File: config.mk
export PLATFORM = sky130hd
export DESIGN_NAME = instr_fetch_unit_flat
export DESIGN_NICKNAME = d
export VERILOG_FILES = /design/src/rtl/instr_fetch_unit_if.sv /design/src/rtl/instr_fetch_unit.sv /design/src/flat_wrapper.sv
export SDC_FILE = /design/constraint.sdc
export NUM_CORES = 1
export LEC_CHECK = 0
export BUFFER_PORTS_ARGS = -buffer_cell sky130_fd_sc_hd__buf_2
export CORE_MARGIN = 4
export CORE_UTILIZATION = 42
export DETAILED_ROUTE_END_ITERATION = 7
export GPL_TIMING_DRIVEN = 0
export PLACE_DENSITY = 0.76
export SYNTH_ARGS = -nofsm -noshare
export SYNTH_HDL_FRONTEND = slang
export SYNTH_SLANG_ARGS = --single-unit
File: constraint.sdc
create_clock -name clk -period 2.9 [get_ports clk]
set_input_delay 0.58 -clock clk [delete_from_list [all_inputs] [get_ports clk]]
set_output_delay 0.58 -clock clk [all_outputs]
set_load 0.01 [all_outputs]
File: src/rtl/instr_fetch_unit_if.sv
// Instruction-memory bus between the fetch unit (master) and instruction memory (slave):
// a valid/ready read request channel plus a single-beat response channel.
interface instr_fetch_unit_if #(
  parameter int unsigned XLEN = 32
);
  logic            imem_req_valid;
  logic [XLEN-1:0] imem_req_addr;
  logic            imem_req_ready;
  logic            imem_rsp_valid;
  logic [XLEN-1:0] imem_rsp_data;
  logic            imem_rsp_err;

  modport master (
    output imem_req_valid, imem_req_addr,
    input  imem_req_ready, imem_rsp_valid, imem_rsp_data, imem_rsp_err
  );

  modport slave (
    input  imem_req_valid, imem_req_addr,
    output imem_req_ready, imem_rsp_valid, imem_rsp_data, imem_rsp_err
  );
endinterface

File: src/rtl/instr_fetch_unit.sv
// Instruction fetch stage: holds the PC, issues one word read at a time over the
// imem bus, and presents the returned word (with pre-split decode fields) to decode.
// Handles decode backpressure, branch/jump redirects and bus errors.
// Optional feature macro: IFU_PERF_CNT_EN adds fetch/stall performance counters.
module instr_fetch_unit #(
  parameter int unsigned     XLEN      = 32,
  parameter logic [XLEN-1:0] RESET_PC  = 32'h0000_0000,
  parameter logic [XLEN-1:0] NOP_INSTR = 32'h0000_0013
) (
  input  logic                clk,
  input  logic                rst_n,
  instr_fetch_unit_if.master  imem,
  input  logic                redirect_valid,
  input  logic [XLEN-1:0]     redirect_pc,
  output logic                id_valid,
  input  logic                id_ready,
  output logic [XLEN-1:0]     id_instr,
  output logic [XLEN-1:0]     id_pc,
  output logic [6:0]          id_opcode,
  output logic [2:0]          id_funct3,
  output logic [6:0]          id_funct7,
  output logic                id_fault
`ifdef IFU_PERF_CNT_EN
  ,
  output logic [31:0]         perf_fetch_cnt,
  output logic [31:0]         perf_stall_cnt
`endif
);

  typedef enum logic [1:0] {
    st_req  = 2'd0,
    st_wait = 2'd1,
    st_hold = 2'd2
  } state_t;

  state_t          state;
  logic [XLEN-1:0] pc;
  logic            kill;
  logic [XLEN-1:0] redirect_target;
  logic            unused_redirect_lsb;

  // Redirect targets are always word aligned; the low bits are discarded.
  assign redirect_target     = {redirect_pc[XLEN-1:2], 2'b00};
  assign unused_redirect_lsb = ^redirect_pc[1:0];

  // Request is held off while reset is asserted even though the state already reads REQ.
  assign imem.imem_req_valid = rst_n && (state == st_req);
  assign imem.imem_req_addr  = pc;

  // Decode fields are slices of the registered instruction word.
  assign id_opcode = id_instr[6:0];
  assign id_funct3 = id_instr[14:12];
  assign id_funct7 = id_instr[31:25];

  // Fetch FSM: request, wait for the response, hold the word until decode takes it.
  always_ff @(posedge clk or negedge rst_n) begin
    if (!rst_n) begin
      state    <= st_req;
      pc       <= RESET_PC;
      kill     <= 1'b0;
      id_valid <= 1'b0;
      id_instr <= NOP_INSTR;
      id_pc    <= '0;
      id_fault <= 1'b0;
    end else begin
      case (state)
        st_req: begin
          // A redirect in the handshake cycle still lets the old request go out;
          // its response is marked for discard by kill.
          if (imem.imem_req_ready) begin
            state <= st_wait;
            kill  <= redirect_valid;
          end
          if (redirect_valid) pc <= redirect_target;
        end
        st_wait: begin
          if (imem.imem_rsp_valid) begin
            if (kill || redirect_valid) begin
              kill  <= 1'b0;
              state <= st_req;
              if (redirect_valid) pc <= redirect_target;
            end else begin
              id_instr <= imem.imem_rsp_err ? NOP_INSTR : imem.imem_rsp_data;
              id_fault <= imem.imem_rsp_err;
              id_pc    <= pc;
              id_valid <= 1'b1;
              pc       <= pc + XLEN'(4);
              state    <= st_hold;
            end
          end else if (redirect_valid) begin
            pc   <= redirect_target;
            kill <= 1'b1;
          end
        end
        st_hold: begin
          if (redirect_valid) begin
            id_valid <= 1'b0;
            pc       <= redirect_target;
            state    <= st_req;
          end else if (id_ready) begin
            id_valid <= 1'b0;
            state    <= st_req;
          end
        end
        default: state <= st_req;
      endcase
    end
  end

`ifdef IFU_PERF_CNT_EN
  // Performance counters: accepted instructions and decode-backpressure cycles.
  always_ff @(posedge clk or negedge rst_n) begin
    if (!rst_n) begin
      perf_fetch_cnt <= '0;
      perf_stall_cnt <= '0;
    end else begin
      if (id_valid && id_ready)              perf_fetch_cnt <= perf_fetch_cnt + 32'd1;
      if ((state == st_hold) && !id_ready)   perf_stall_cnt <= perf_stall_cnt + 32'd1;
    end
  end
`endif

endmodule

File: src/flat_wrapper.sv
// flat-port wrapper written by rule: the top's interface ports become plain ports
module instr_fetch_unit_flat 
#(
  parameter int unsigned     XLEN      = 32,
  parameter logic [XLEN-1:0] RESET_PC  = 32'h0000_0000,
  parameter logic [XLEN-1:0] NOP_INSTR = 32'h0000_0013
)
  (clk, rst_n, redirect_valid, redirect_pc, id_valid, id_ready, id_instr, id_pc, id_opcode, id_funct3, id_funct7, id_fault, imem_imem_req_valid, imem_imem_req_addr, imem_imem_req_ready, imem_imem_rsp_valid, imem_imem_rsp_data, imem_imem_rsp_err);
  instr_fetch_unit_if #(.XLEN(XLEN)) imem_i ();
  input  logic clk;
  input  logic rst_n;
  input  logic redirect_valid;
  input  logic [XLEN-1:0] redirect_pc;
  output logic id_valid;
  input  logic id_ready;
  output logic [XLEN-1:0] id_instr;
  output logic [XLEN-1:0] id_pc;
  output logic [6:0] id_opcode;
  output logic [2:0] id_funct3;
  output logic [6:0] id_funct7;
  output logic id_fault;
  output wire logic [$bits(imem_i.imem_req_valid)-1:0] imem_imem_req_valid;
  output wire logic [$bits(imem_i.imem_req_addr)-1:0] imem_imem_req_addr;
  input wire logic [$bits(imem_i.imem_req_ready)-1:0] imem_imem_req_ready;
  input wire logic [$bits(imem_i.imem_rsp_valid)-1:0] imem_imem_rsp_valid;
  input wire logic [$bits(imem_i.imem_rsp_data)-1:0] imem_imem_rsp_data;
  input wire logic [$bits(imem_i.imem_rsp_err)-1:0] imem_imem_rsp_err;
  assign imem_imem_req_valid = imem_i.imem_req_valid;
  assign imem_imem_req_addr = imem_i.imem_req_addr;
  assign imem_i.imem_req_ready = imem_imem_req_ready;
  assign imem_i.imem_rsp_valid = imem_imem_rsp_valid;
  assign imem_i.imem_rsp_data = imem_imem_rsp_data;
  assign imem_i.imem_rsp_err = imem_imem_rsp_err;
  instr_fetch_unit #(.XLEN(XLEN), .RESET_PC(RESET_PC), .NOP_INSTR(NOP_INSTR)) u_core (.clk(clk), .rst_n(rst_n), .imem(imem_i), .redirect_valid(redirect_valid), .redirect_pc(redirect_pc), .id_valid(id_valid), .id_ready(id_ready), .id_instr(id_instr), .id_pc(id_pc), .id_opcode(id_opcode), .id_funct3(id_funct3), .id_funct7(id_funct7), .id_fault(id_fault));
endmodule
==> results of run 1 <==
==> metrics by stage <==
step / power (mW) / setup TNS, ps / setup WS (ps) / std cells
2_1_floorplan: 3.04 / 0 / 1000 / 548
3_3_place_gp: 3.81 / -433 / -433 / 874
3_5_place_dp: 3.88 / 0 / 269 / 875
4_1_cts: 5.21 / 0 / 307 / 891
5_1_grt: 5.49 / 0 / 150 / 891
6_report: 5.14 / 0 / 373 / 891
==> power groups by stage <==
stage	registers, mW	clock network (mW)	logic (mW)
2_1_floorplan	2.35	0	0.691
3_3_place_gp	2.16	0	1.65
3_5_place_dp	2.19	0	1.69
4_1_cts	2.17	1.34	1.70
5_1_grt	2.23	1.40	1.86
6_report	2.17	1.31	1.67
==> cells by family after synthesis <==
group	count (synthesis)	synth area share
AND/OR/NAND/NOR	300	0.294
flip-flops	101	0.513
AO/OA/AOI/OAI	74	0.0961
buffers and inverters	57	0.0636
multiplexers	15	0.0309
adder cells (fa/ha/maj)	1	0.00253
==> Yosys cell counts, types with 4 or more instances <==
| cell type | number |
|---|---|
| sky130_fd_sc_hd__a21oi_1 | 15 |
| sky130_fd_sc_hd__and2_1 | 5 |
| sky130_fd_sc_hd__buf_1 | 4 |
| sky130_fd_sc_hd__buf_2 | 4 |
| sky130_fd_sc_hd__buf_4 | 17 |
| sky130_fd_sc_hd__clkbuf_1 | 19 |
| sky130_fd_sc_hd__dfrtp_1 | 98 |
| sky130_fd_sc_hd__inv_1 | 7 |
| sky130_fd_sc_hd__mux2i_1 | 13 |
| sky130_fd_sc_hd__nand2_1 | 178 |
| sky130_fd_sc_hd__nand3_1 | 20 |
| sky130_fd_sc_hd__nand3b_1 | 30 |
| sky130_fd_sc_hd__nand4_1 | 13 |
| sky130_fd_sc_hd__nor2_1 | 27 |
| sky130_fd_sc_hd__nor3_1 | 7 |
| sky130_fd_sc_hd__o211ai_1 | 5 |
| sky130_fd_sc_hd__o21ai_0 | 22 |
| sky130_fd_sc_hd__o22ai_1 | 9 |
==> area by class of cell <==
class                           count  area, um^2  share of cell area
Buffer                             50         288              0.0451
Clock buffer                       10         239              0.0375
Clock inverter                      6        86.3              0.0135
Inverter                            7        26.3             0.00412
Multi-Input combinational cell    390        2090               0.328
Sequential cell                   101        2530               0.397
Tap cell                          143         179              0.0280
Timing Repair Buffer              184         938               0.147
==> placed cells by master (no fill, tap or decap), types with 9 or more instances in the layout <==
master                      netlist  final
sky130_fd_sc_hd__buf_2            4    186
sky130_fd_sc_hd__nand2_1        178    178
sky130_fd_sc_hd__dfrtp_1         98     98
sky130_fd_sc_hd__nand3b_1        30     30
sky130_fd_sc_hd__nor2_1          27     27
sky130_fd_sc_hd__o21ai_0         22     22
sky130_fd_sc_hd__nand3_1         20     20
sky130_fd_sc_hd__clkbuf_1        19     19
sky130_fd_sc_hd__buf_4           17     18
sky130_fd_sc_hd__a21oi_1         15     15
sky130_fd_sc_hd__mux2i_1         13     13
sky130_fd_sc_hd__nand4_1         13     13
sky130_fd_sc_hd__o22ai_1          9      9
sky130_fd_sc_hd__clkbuf_16        0      9
==> worst paths after layout <==
path / from / to / slack (ps) / cells after the start
max: rst_n / imem_imem_req_valid / 370 / 4
min: rst_n / u_core.id_pc[2] / 320 / 1
min in group clk: redirect_pc[12] / u_core.imem.imem_req_addr[12] / 450 / 3
min reg2reg: u_core.id_instr[4] / u_core.id_instr[4] / 470 / 2
max reg2reg: u_core.kill / u_core.id_pc[2] / 590 / 6
max in group asynchronous: rst_n / u_core.id_instr[20] / 1860 / 2
==> sequential cells by signal (all words and copies together) (netlist names) <==
signal                     flops
u_core.kill                    1
u_core.imem.imem_req_addr     32
u_core.state                   2
u_core.id_valid                1
u_core.id_pc                  32
u_core.id_instr               32
u_core.id_fault                1
==> metal layers <==
metal,vias to the layer above,GRT usage,share of wire
li1,2242,-,-
met1,2324,0.288,0.40
met2,264,0.378,0.48
met3,24,0.0472,0.10
met4,0,0.0851,0.021
met5,-,0,0
==> results.md, run 1 <==
- Result of the run: finished clean
- Number of remaining DRC errors: 0
- Final std cell area, no fill: 6380 um^2
- Global-route congestion overflow total: 0
- Cell variety after synth: 58
- Via count of the first global-routing pass: 4,705
- Global-route wire length before repair: 23,800 um
- Initial Utilization: 0.431
- Post-CTS clock slew at the launch and capture registers of the worst setup and hold paths: 70 ps
- Max frequency: 0.396 GHz
- Family of cells with the greatest summed delay on the critical path: buffers and inverters
- Critical Setup Path Class: in -> out
- Number of instances resized during post-cts repair: 0
- Share of the clock period used by the worst path after layout: 0.872
- Unrepaired setup endpoints after global routing: false
- Portion of synthesized cell area occupied by the leading cell type: 0.497
- Hold violation count in the final report: 0
- Maximum level of the CTS H-tree: 3
- HP Class: in -> async
- Maximum ir drop on the vdd rail: 0.000409 V
- # hold bufs at CTS: 0
- Top area cells in the synthesized netlist: sky130_fd_sc_hd__dfrtp_1, sky130_fd_sc_hd__nand2_1, sky130_fd_sc_hd__nand3b_1
- Clock buffers created by TritonCTS: 9
- Synthesis Warnings: 0
- Share of final-layout standard cells stronger than drive strength 1: 0.325
- DR WL/cell: 17.4 um
- Hpwl dp: 11,800 um
- Max-Cap Viols: 0
- Initial antenna violation count: 0
- Switching component of the power: 1.79 mW
- Worst hold margin: 320 ps
- Req. time, crit path: 2320 ps
- Flip-flop and latch count after synthesis: 101
- Number of standard-cell rows in the floorplan: 39
- Leakage power figure: 3.44 nW
- Final setup vio count: 0
- Detailed router's first-iteration violation count: 369
- Power share of the sequential group: 0.421
- Count of fill cells added during filler insertion: 1,097
- Antenna-violating nets left: 0
- Worst slew margin relative to its limit: 0.458
- Via count: 4,854
- Setup bufs post-CTS: 0
- Instance area at placement: 6050 um^2
- Maximum net fanout on the critical path: 62
- Cell taking the most area after synthesis: sky130_fd_sc_hd__dfrtp_1
- Avg Cell Area, Syn: 9.01 um^2
- Worst setup SP type: input pin
- Internal Dissipation: 3.35 mW
- WP data arrival: 1950 ps
- Overall fraction of global-route tracks in use: 0.226
- Maximum buffer depth of the clock tree: 2
- Number of flops mapped to enable cells by yosys: 0
- Die area: 13,600 um^2
- Sw Ratio: 0.348
- Maximum number of pins on one net before global-route repair: 63
- Share of the core filled with cells: 0.556
- Highest-delay cell along the critical path: sky130_fd_sc_hd__buf_4
- Clock power share: 0.254
- Sequential share of the synthesized area: 0.513
- Final nets: 815
- Die Span Y: 116 um
- Cell breakdown of the critical path: buf_4 > buf_12 > nor3b_1 > buf_2
- Synth async-reset ratio: 1.00
- Final critical path time including I/O delays and setup: 2530 ps
- Antenna diodes: 0
- Actual transition at the worst max-transition pin: 813 ps
- Gate count of the mapped netlist: 548
- Count of pins on the block boundary: 187
- Horizontal die dimension: 116 um
- Routability-driven placement congestion ratio: 0.904
- Areal power density over the cells: 806 nW/um^2
- Max-slew violation count: 0
- Clock latency on the worst-skew pair: 340 ps
- Core region area: 11,500 um^2
- Total clock sinks: 101
- CTS Root Buffer Type: sky130_fd_sc_hd__clkbuf_16
- Net count after synthesis: 620
- Number of search-and-repair iterations in the first detailed-routing pass: 5
- Post-DR vias/cell: 5.45
- # port buffers: 183
- Combinational share of power: 0.324
- Main flop type after synthesis: sky130_fd_sc_hd__dfrtp_1
- Post-route clock skew: 7.82 ps
- CTS tree: yes
- Syn-to-layout area delta: 29.2%
- Kind of capture point of the worst setup path: output pin
- WL final: 15,500 um
- Total buffers and inverters traversed by the critical path: 3
- Area of the mapped netlist: 4940 um^2
- Crit-path max cell delay: 600 ps
No activity file was read; power rests on OpenSTA's default activity.
==> run 2, diff against run 1 <==
CORE_UTILIZATION = 45   (was 42)
PLACE_DENSITY = 0.8   (was 0.76)
==> run 2 against run 1 <==
Sequential share of layout area up 0.69 points. Global-route usage up 1.2 points. Hold slack worse by 130 ps. Sequential power about the same. Final cell count down 0.79%. Die area down 6.2%. Largest power group unchanged. Highest routed layer unchanged.
==> results.md, run 2 (same netlist as run 1, synthesis figures left out) <==
- Reg-to-reg endpoint: u_core.id_pc[7]
- Overall fraction of global-route tracks in use: 0.238 (+0.0121)
- Unrepaired setup endpoints after global routing: false
- Post-CTS clock slew at the launch and capture registers of the worst setup and hold paths: 110 ps (+40 ps)
- HP Class: in -> async
- Max-Cap Viols: 0 (unchanged)
- Worst-case register-to-register setup slack: 560 ps (-30 ps)
- WL final: 15,200 um (-2.3%)
- Final setup vio count: 0 (unchanged)
- Areal power density over the cells: 764 nW/um^2 (-5.2%)
- Maximum buffer depth of the clock tree: 2 (unchanged)
- Die Span Y: 113 um (-3.2%)
- Total Negative Setup Slacks: 0 ps (unchanged)
- Number of search-and-repair iterations in the first detailed-routing pass: 5 (unchanged)
- Req. time, crit path: 3140 ps (+820 ps)
- Initial Utilization: 0.470 (+0.0393)
- Number of cells in the finished layout apart from fillers: 884 (-0.79%)
- Leakage power figure: 3.40 nW (-1.4%)
- Via count of the first global-routing pass: 4,863 (+3.4%)
- Actual transition at the worst max-transition pin: 737 ps (-76.0 ps)
- Initial antenna violation count: 0 (unchanged)
- Min setup slack post-route: 563 ps (+190 ps)
- Post-route clock skew: 13.2 ps (+5.35 ps)
- DR WL/cell: 17.2 um (-1.5%)
- Maximum number of pins on one net before global-route repair: 65 (+3.2%)
- Maximum net fanout on the critical path: 10 (-84%)
- Clock latency on the worst-skew pair: 360 ps (+20 ps)
- Maximum ir drop on the vdd rail: 0.000330 V (-19%)
- Antenna diodes: 0 (unchanged)
- Hpwl dp: 11,500 um (-2.5%)
- CTS Root Buffer Type: sky130_fd_sc_hd__clkbuf_8
- Via count: 4,794 (-1.2%)
- Core region area: 10,500 um^2 (-8.4%)
- Max frequency: 0.428 GHz (+8.1%)
- Count of fill cells added during filler insertion: 911 (-17%)
- Post-route total power: 4.79 mW (-6.8%)
- # port buffers: 183 (unchanged)
- Horizontal die dimension: 113 um (-3.2%)
- Worst setup SP type: register
- Worst slew margin relative to its limit: 0.507 (+0.0489)
- Number of instances resized during post-cts repair: 0 (unchanged)
- # hold bufs at CTS: 0 (unchanged)
- Syn-to-layout area delta: 27.0%
- CTS tree: yes
- Share of the core filled with cells: 0.597 (+0.0404)
- Final nets: 815 (unchanged)
- Post-placement setup slack: 310 ps (+41.7 ps)
- Kind of capture point of the worst setup path: register
- Max-slew violation count: 0 (unchanged)
- Most frequent cells in the layout: sky130_fd_sc_hd__buf_2, sky130_fd_sc_hd__nand2_1, sky130_fd_sc_hd__dfrtp_1, sky130_fd_sc_hd__nand3b_1, sky130_fd_sc_hd__nor2_1
- Post-DR vias/cell: 5.42 (-0.45%)
- Leading cell type in the layout, fill and taps excluded: sky130_fd_sc_hd__buf_2
- Detailed router's first-iteration violation count: 423 (+15%)
- DP Cell Count: 868 (-0.80%)
- Die area: 12,700 um^2 (-6.2%)
- Antenna-violating nets left: 0 (unchanged)
- Share of the clock period used by the worst path after layout: 0.806 (-0.0656)
- Number of standard-cell rows in the floorplan: 37 (-5.1%)
- Total clock sinks: 101 (unchanged)
- Global-route congestion overflow total: 0 (unchanged)
- Number of remaining DRC errors: 0 (unchanged)
- Final critical path time including I/O delays and setup: 2340 ps (-190 ps)
- Critical Setup Path Class: reg -> reg
- Hold violation count in the final report: 0 (unchanged)
- R2r startpoint: u_core.kill
- Routability-driven placement congestion ratio: 0.927 (+2.6%)
- Share of final-layout standard cells stronger than drive strength 1: 0.325 (unchanged)
- WP data arrival: 2580 ps (+630 ps)
- Setup bufs post-CTS: 0 (unchanged)
- Global-route wire length before repair: 24,500 um (+3.0%)
- Maximum level of the CTS H-tree: 3 (unchanged)
- Clock buffers created by TritonCTS: 9 (unchanged)
- Worst Reg2Reg Path Length in Cells: 6 (unchanged)
- Count of pins on the block boundary: 187 (unchanged)
- Result of the run: finished clean
-- run 2: critical path, cell delays in order, from the launching register on --
cell	delay (ps)
sky130_fd_sc_hd__dfrtp_1	470
sky130_fd_sc_hd__nor4bb_4	590
sky130_fd_sc_hd__nand2_1	340
sky130_fd_sc_hd__buf_2	320
sky130_fd_sc_hd__buf_1	310
sky130_fd_sc_hd__nand2_1	140
sky130_fd_sc_hd__nand2_1	60
-- run 2: metal layers --
metal  GRT usage  wire length, um  share of wire  vias up
met1       0.306             6310           0.42     2284
li1            -                -              -     2238
met3      0.0513             1280          0.085       28
met5           0                0              0        -
met2       0.402             7200           0.47      244
met4      0.0745              365          0.024        0
-- run 2: layout make-up --
cell class,instances,area [um^2],share of cell area
buffer,50,288,0.0459
clock buffer,11,151,0.0241
clock inverter,5,66.3,0.0106
inverter,7,26.3,0.00419
multi-input combinational,390,2090,0.334
sequential,101,2530,0.404
tap,136,170,0.0271
timing repair buffer,184,946,0.151
-- run 2: through the flow --
step / cell area [um^2] / hold slack [ps]
after global routing: 6270 / 202
after detailed placement: 6050 / 451
after CTS: 6270 / 195
after floorplan: 4940 / 284
final: 6270 / 185
after global placement: 6020 / 445
-- run 2: report_power, final --
part | internal (mW) | switching, mW
combinational | 0.726 | 0.932
sequential | 1.85 | 0.320
clock | 0.458 | 0.509
total | 3.03 | 1.76
-- run 2: how the worst max path moves through the flow --
stage / slack, ps / to / start
after global placement: -440 / imem_imem_req_valid / rst_n
final: 560 / u_core.id_pc[7] / u_core.kill
after global routing: 470 / u_core.imem.imem_req_addr[22] / u_core.imem.imem_req_addr[2]
after detailed placement: 310 / u_core.id_pc[29] / imem_imem_rsp_valid
after floorplan: 1000 / u_core.id_pc[27] / redirect_valid
after CTS: 610 / u_core.id_pc[29] / u_core.kill
